### config.mk
export PLATFORM = sky130hd
export DESIGN_NAME = spi_i2c_bridge_ctrl
export DESIGN_NICKNAME = d
export VERILOG_FILES = /design/src/rtl/bridge_pkg.sv /design/src/rtl/spi_i2c_bridge_ctrl_cs_sync.sv /design/src/rtl/spi_i2c_bridge_ctrl.sv
export SDC_FILE = /design/constraint.sdc
export NUM_CORES = 1
export LEC_CHECK = 0
export ABC_AREA = 1
export CAP_MARGIN = 30
export CORE_AREA = 2 2 99 101
export DETAILED_ROUTE_END_ITERATION = 8
export DIE_AREA = 0 0 101 103
export GPL_TIMING_DRIVEN = 0
export PLACE_DENSITY_LB_ADDON = 0.15
export SLEW_MARGIN = 40
export SYNTH_ARGS = -nofsm -noshare
export SYNTH_HDL_FRONTEND = slang
export SYNTH_HIERARCHICAL = 1
export SYNTH_SLANG_ARGS = --single-unit
### constraint.sdc
create_clock -name i_Clk -period 3.6 [get_ports i_Clk]
set_input_delay 0.54 -clock i_Clk [delete_from_list [all_inputs] [get_ports i_Clk]]
set_output_delay 0.54 -clock i_Clk [all_outputs]
set_load 0.02 [all_outputs]
### src/rtl/bridge_pkg.sv
// Shared types and constants for the SPI-to-I2C bridge command sequencer.
package bridge_pkg;

  typedef enum logic [2:0] {
    IDLE,
    GET_DATA,
    LAUNCH,
    WAIT_DONE,
    RESP
  } state_t;

  localparam logic [7:0] STATUS_OK  = 8'h01;
  localparam logic [7:0] STATUS_ERR = 8'hE1;

  // Header byte layout: {addr[6:0], rw}
  localparam int unsigned HDR_ADDR_MSB = 7;
  localparam int unsigned HDR_ADDR_LSB = 1;
  localparam int unsigned HDR_RW_BIT   = 0;

  function automatic logic [6:0] hdr_addr(input logic [7:0] hdr);
    return hdr[HDR_ADDR_MSB:HDR_ADDR_LSB];
  endfunction

  function automatic logic hdr_rw(input logic [7:0] hdr);
    return hdr[HDR_RW_BIT];
  endfunction

endpackage

### src/rtl/spi_i2c_bridge_ctrl_cs_sync.sv
// Two-flop synchronizer for SPI chip select with a rising-edge pulse.
module cs_sync (
  input  logic clk,
  input  logic rst,
  input  logic cs_n,
  output logic rise
);

  logic meta;
  logic sync;
  logic prev;

  // Resynchronize CS_n and keep one delayed copy for edge detection;
  // reset to the deasserted level so reset release never fakes an edge.
  always_ff @(posedge clk) begin
    if (rst) begin
      meta <= 1'b1;
      sync <= 1'b1;
      prev <= 1'b1;
    end else begin
      meta <= cs_n;
      sync <= meta;
      prev <= sync;
    end
  end

  assign rise = sync & ~prev;

endmodule

### src/rtl/spi_i2c_bridge_ctrl.sv
// Command sequencer: parses SPI frames into I2C transactions, bounds each
// transaction with a timeout and returns status or read data over SPI.
module spi_i2c_bridge_ctrl
  import bridge_pkg::*;
#(
  parameter int unsigned TIMEOUT_CYC = 100000
) (
  input  logic       i_Clk,
  input  logic       i_Rst,
  input  logic       i_RX_DV,
  input  logic [7:0] i_RX_Byte,
  input  logic       i_SPI_CS_n,
  output logic       o_TX_DV,
  output logic [7:0] o_TX_Byte,
  output logic [6:0] o_I2C_Addr,
  output logic [7:0] o_I2C_Data,
  output logic       o_I2C_Rw,
  output logic       o_I2C_Enable,
  input  logic       i_I2C_Ready,
  input  logic [7:0] i_I2C_Data,
  output logic       o_Busy,
  output logic       o_Err
);

  localparam int unsigned CNT_W = (TIMEOUT_CYC > 2) ? $clog2(TIMEOUT_CYC) : 1;
  localparam logic [CNT_W-1:0] CNT_LAST = CNT_W'(TIMEOUT_CYC - 1);

  state_t           state;
  state_t           state_next;
  logic [CNT_W-1:0] tmo_cnt;
  logic             cs_rise;
  logic             accept_hdr;
  logic             accept_data;
  logic             done;
  logic             timeout;

  cs_sync u_cs_sync (
    .clk  (i_Clk),
    .rst  (i_Rst),
    .cs_n (i_SPI_CS_n),
    .rise (cs_rise)
  );

  // Next-state decode and the one-cycle events that steer the registers.
  // >= rather than == on the counter: it saturates, so a non power-of-two
  // limit reached while changing state can never be stepped over.
  always_comb begin
    state_next  = state;
    accept_hdr  = 1'b0;
    accept_data = 1'b0;
    done        = 1'b0;
    timeout     = 1'b0;
    unique case (state)
      IDLE: begin
        if (i_RX_DV) begin
          accept_hdr = 1'b1;
          state_next = hdr_rw(i_RX_Byte) ? LAUNCH : GET_DATA;
        end
      end
      GET_DATA: begin
        if (cs_rise) begin
          state_next = IDLE;
        end else if (i_RX_DV) begin
          accept_data = 1'b1;
          state_next  = LAUNCH;
        end
      end
      LAUNCH: begin
        if (tmo_cnt >= CNT_LAST) begin
          timeout    = 1'b1;
          state_next = RESP;
        end else if (!i_I2C_Ready) begin
          state_next = WAIT_DONE;
        end
      end
      WAIT_DONE: begin
        if (i_I2C_Ready) begin
          done       = 1'b1;
          state_next = RESP;
        end else if (tmo_cnt >= CNT_LAST) begin
          timeout    = 1'b1;
          state_next = RESP;
        end
      end
      RESP: state_next = IDLE;
      default: state_next = IDLE;
    endcase
  end

  // State, timeout counter and registered outputs.
  always_ff @(posedge i_Clk) begin
    if (i_Rst) begin
      state        <= IDLE;
      tmo_cnt      <= '0;
      o_TX_DV      <= 1'b0;
      o_TX_Byte    <= '0;
      o_I2C_Addr   <= '0;
      o_I2C_Data   <= '0;
      o_I2C_Rw     <= 1'b0;
      o_I2C_Enable <= 1'b0;
      o_Err        <= 1'b0;
    end else begin
      state        <= state_next;
      o_TX_DV      <= done | timeout;
      o_I2C_Enable <= (state == LAUNCH);

      if (state_next == LAUNCH && state != LAUNCH) begin
        tmo_cnt <= '0;
      end else if ((state == LAUNCH || state == WAIT_DONE) && tmo_cnt != '1) begin
        tmo_cnt <= tmo_cnt + 1'b1;
      end

      if (accept_hdr) begin
        o_I2C_Addr <= hdr_addr(i_RX_Byte);
        o_I2C_Rw   <= hdr_rw(i_RX_Byte);
        o_Err      <= 1'b0;
      end

      if (accept_data) begin
        o_I2C_Data <= i_RX_Byte;
      end

      if (timeout) begin
        o_Err     <= 1'b1;
        o_TX_Byte <= STATUS_ERR;
      end else if (done) begin
        o_TX_Byte <= o_I2C_Rw ? i_I2C_Data : STATUS_OK;
      end
    end
  end

  assign o_Busy = (state != IDLE);

endmodule

* Yosys cells after proc, flatten, opt, wreduce, memory -nomap -nowiden
Cells that the tools add are included.
** Word-level totals
- Word-level logic and storage cells :: 56
- Register bits after elaboration :: 50
- Output and inout bits :: 28
** Operators by class
- Add/sub/neg operators :: 1
- Order comparisons :: 1
- Reductions and logical operators :: 9
- Equal/unequal tests :: 6
- Bitwise operators :: 3
- Muxes and demuxes :: 23
** Operator list (count)
- $mux W8 :: 3
- $mux W3 :: 7
- $add A17 B1 Y17 const B :: 1
- $ge A17 B17 Y1 const B :: 1
- $ne A17 B17 Y1 const B :: 1
- $pmux W3 S4 :: 1
- $mux W1 :: 10
- $eq A3 B2 Y1 const B :: 3
- $reduce_bool A2 Y1 :: 2
- $reduce_or A2 Y1 :: 2
- $eq A3 B1 Y1 const B :: 1
- $logic_not A3 Y1 :: 1
- $ne A3 B2 Y1 const B :: 1
- $reduce_bool A3 Y1 :: 1
- $logic_and A1 B1 Y1 :: 2
- $mux W2 :: 1
- $pmux W1 S2 :: 1
- $and A1 B1 Y1 :: 1
- $logic_or A1 B1 Y1 :: 1
- $not A1 Y1 :: 1
- $or A1 B1 Y1 :: 1

* Logic depth before layout (Yosys ltp)
- Depth after elaboration :: 7
- Depth in mapped cells :: 15
- Depth with buffers taken out :: 15

* Modules after synthesis
Netlist, hierarchy kept.
** By module, submodules not included
- spi_i2c_bridge_ctrl :: area an instance 2203.4 um^2, times used 1, cells each 291
- cs_sync :: area an instance 92.6 um^2, times used 1, cells each 11

* Worst setup path before layout
Ideal clock, no wire load.
- Kind :: register to register
- Start :: register tmo_cnt[0]
- End :: register tmo_cnt[8]
- Path buffers :: 0
- Stages on the path, launching flop included :: 16
- Arrival time :: 1799 ps
- Data required time :: 3486 ps
- Setup slack :: 1687 ps
- Cell sequence :: dfxtp_1 -> ha_1 -> inv_1 -> nor2_1 -> nand3_1 -> nor4_1 -> ha_1 -> inv_1 -> nand2_4 -> inv_6 -> nand2_4 -> nor2_8 -> nand2_2 -> nor2_2 -> xor2_1 -> nor2_1
** On the way
- Longest elaborated chain between the ends :: 7
** Ends and longest elaborated chain
- from (decl) :: RTL line spi_i2c_bridge_ctrl.sv:30 : logic [CNT_W-1:0] tmo_cnt;
- from (signal assigned) :: RTL line spi_i2c_bridge_ctrl.sv:110 : tmo_cnt <= tmo_cnt + 1'b1;
- $ge A17 B17 Y1 :: RTL line spi_i2c_bridge_ctrl.sv:69, spi_i2c_bridge_ctrl.sv:80
- $mux W3 :: RTL line spi_i2c_bridge_ctrl.sv:80 : end else if (tmo_cnt >= CNT_LAST) begin
- $mux W3 :: RTL line spi_i2c_bridge_ctrl.sv:77 : if (i_I2C_Ready) begin
- $pmux W3 S4 :: RTL line spi_i2c_bridge_ctrl.sv:53 : unique case (state)
- $eq A3 B2 Y1 :: RTL line spi_i2c_bridge_ctrl.sv:107 : if (state_next == LAUNCH && state != LAUNCH) begin
- $logic_and A1 B1 Y1 :: RTL line spi_i2c_bridge_ctrl.sv:107
- $reduce_or A2 Y1 (no source line)
Several ways; a longest one is shown, not always the timed one.
A chain may end at the register's enable or synchronous reset.

* Worst setup path after layout
- Start :: register tmo_cnt[0]
- End :: register tmo_cnt[10]
The elaborated chain is that of the path after synthesis.

==> flow_metrics.env <==
export IMPL_vias_per_cell=4.254
export IMPL_yosysMostFrequentCell="dfxtp_1"
export IMPL_synth_commonest_cells="dfxtp_1, nor2_1, nand2_1"
export IMPL_antenna_found_initial=0
export IMPL_grt_ovfl_total=0
export IMPL_postCtsSetupRepairBufs=0
export IMPL_tritoncts="done"
export IMPL_first_pass_iters=4
export IMPL_htreeDepth=2
export IMPL_ys_async_sr_fraction=0
export IMPL_slew_violations=0
export IMPL_hp_class="reg -> reg"
export IMPL_utilization=0.3197
export IMPL_area_growth_pct=31.72
export IMPL_endpoint_kind="flop"
export IMPL_drive_above_1_share=0.1257
export IMPL_ys_types=36
export IMPL_holdBufCountCts=0
export IMPL_grt_max_degree=16
export IMPL_power_density_nw_per_um2=372.6
export IMPL_antenna_cells=0
export IMPL_netlist_top_cells_area="dfxtp_1, nor2_1, nand2_1"
export IMPL_regArea_um2=1001
export IMPL_nets=380
export IMPL_cts_buffers=5
export IMPL_synth_enable_flop_cells=0
export IMPL_hpwl_um=4143
export IMPL_hold_viol=0
export IMPL_min_path_cells=2
export IMPL_yosys_area_top_type="dfxtp_1"
export IMPL_status="completed"
export IMPL_arrival_ps=2460
export IMPL_worst_slack_ps=1353
export IMPL_synth_ff_type="dfxtp_1"
export IMPL_grt_pass1_vias=1951
export IMPL_synthesis_area_um2=2296
export IMPL_drcViolationCount=0
export IMPL_syn_inst=302
export IMPL_initial_core_util=0.2427
export IMPL_drt_initial_drc_count=66
export IMPL_max_cap_violations=0
export IMPL_cts_resized=0
export IMPL_via_count=2008
export IMPL_netlist_area_leader_share=0.4360
export IMPL_irDropWorstVdd_mv=0.1732
export IMPL_p_leak_nw=1.248
export IMPL_ys_ff_latch=50
export IMPL_multi_input_area_um2=1091
export IMPL_wl_um=5635
export IMPL_slew_headroom=0.7057
export IMPL_clock_sinks=50
export IMPL_die_y_um=103
export IMPL_whs_ps=408.0
export IMPL_cts_buffer_depth=2
export IMPL_rows=36
export IMPL_core_area_um2=9459
export IMPL_drtAntennaViolNets=0
export IMPL_rsz0062_at_grt="no"
export IMPL_track_usage=0.1147
export IMPL_fmax_mhz=445.1
export IMPL_nFillCells=1029
export IMPL_min_period_over_period=0.6241
export IMPL_final_setup_viol_count=0
export IMPL_final_cells=472
export IMPL_crit_type="reg -> reg"
export IMPL_ff2ff_path_depth=14
export IMPL_start_kind="flop"
export IMPL_path_clk_slew_ps=100
export IMPL_synth_warnings=6
export IMPL_dp_slack_ps=1326
export IMPL_routabilityCongestion=0.7775
export IMPL_avgRoutedWirePerCell_um=11.94
export IMPL_dp_cells=464
export IMPL_ys_seq_area_frac=0.4360
export IMPL_synth_avg_cell_area_um2=7.602
export IMPL_clkLatencyLatePin_ps=310
export IMPL_synthesis_nets=325
export IMPL_numPortBuffers=48
export IMPL_clock_root_buffer="clkbuf_8"
export IMPL_die_x_um=101
export IMPL_finalCriticalPeriod_ps=2247
export IMPL_grt_pass1_wl_um=9425
export IMPL_required_ps=3820
export IMPL_worst_slew_pin_slew_ps=441.5
export IMPL_ios=49
export IMPL_clock_skew_ps=20.90
export IMPL_dieArea_um2=10400
export IMPL_crit_fanout=8
export IMPL_fin_setup_tns_ps=0
## metal layers
metal  GRT usage  share of wire
met5           0              0
met4     0.03638          0.011
met3     0.03322          0.049
met2      0.1856           0.46
met1      0.1480           0.48
## kinds of logic (layout without fill, tap and decap cells)
| logic type | Yosys count | after routing | share of synthesized area |
|---|---|---|---|
| and+or+nand+nor | 149 | 149 | 0.3226 |
| DFF | 50 | 50 | 0.4360 |
| buffers and inverters | 48 | 104 | 0.08883 |
| AOI/OAI and AO/OA | 45 | 45 | 0.1112 |
| xor gates and xnor gates | 8 | 8 | 0.03051 |
| adders and majority gates | 2 | 2 | 0.01090 |
## per-stage QoR
step / area [um2] / power [mW]
after global placement: 2919 / 0.7728
after floorplan: 2296 / 0.6879
after CTS: 3024 / 1.152
after global routing: 3024 / 1.196
after detailed placement: 2919 / 0.7725
final: 3024 / 1.127
## state kept, by name, summed over array words and instances (netlist names)
signal,count
state,3
o_I2C_Enable,1
u_cs_sync/sync,1
o_I2C_Data,8
o_I2C_Addr,7
tmo_cnt,17
u_cs_sync/prev,1
u_cs_sync/meta,1
o_TX_Byte,8
o_TX_DV,1
o_Err,1
o_I2C_Rw,1
## worst max-delay path: stages, from the launching register on
cell	delay (ps)
dfxtp_1	390
ha_1	240
inv_1	60
nor2_1	170
nand3_1	140
nor4_1	240
ha_1	210
inv_1	60
nand2_4	140
inv_6	70
nand2_4	100
nor2_8	50
nand3b_4	90
xor2_1	150
nor2_1	50
## power breakdown
group | switching [mW] | internal [mW] | total, mW
combinational | 0.0975 | 0.0735 | 0.171
clock | 0.193 | 0.177 | 0.370
sequential | 0.0117 | 0.575 | 0.586
## worst paths after layout
kind / start / endpoint / slack (ps)
worst max-delay path: tmo_cnt[0]$_SDFFE_PP0P_ / tmo_cnt[10]$_SDFFE_PP0P_ / 1350
worst min-delay path: u_cs_sync/meta$_SDFF_PP1_ / u_cs_sync/sync$_SDFF_PP1_ / 410
worst max register to register: tmo_cnt[0]$_SDFFE_PP0P_ / tmo_cnt[10]$_SDFFE_PP0P_ / 1350
worst min register to register: u_cs_sync/meta$_SDFF_PP1_ / u_cs_sync/sync$_SDFF_PP1_ / 410
## area by class of cell
class | count | area share
timing repair buffer | 48 | 0.1589
buffer | 8 | 0.01614
clock inverter | 1 | 0.002896
inverter | 40 | 0.05130
tap | 114 | 0.04717
multi-input combinational | 204 | 0.3608
clock buffer | 7 | 0.03186
sequential | 50 | 0.3310
## cells in the final DEF, fill, tap and decap left out, types with 3 or more instances in the layout
cell,Yosys,layout
xnor2_1,4,4
buf_2,3,3
a21oi_1,22,22
dfxtp_1,50,50
nor2_2,6,6
nor2_1,49,49
nand3_1,21,21
nand4_1,3,3
nand3_2,3,3
o211ai_2,3,3
nor3_1,5,5
inv_2,3,3
clkbuf_8,0,7
o21ai_0,16,16
inv_1,36,36
xor2_1,4,4
nand2_2,6,6
clkdlybuf4s50_1,0,48
nand2_1,43,43
Note: power is estimated with default switching activity, not from simulation.
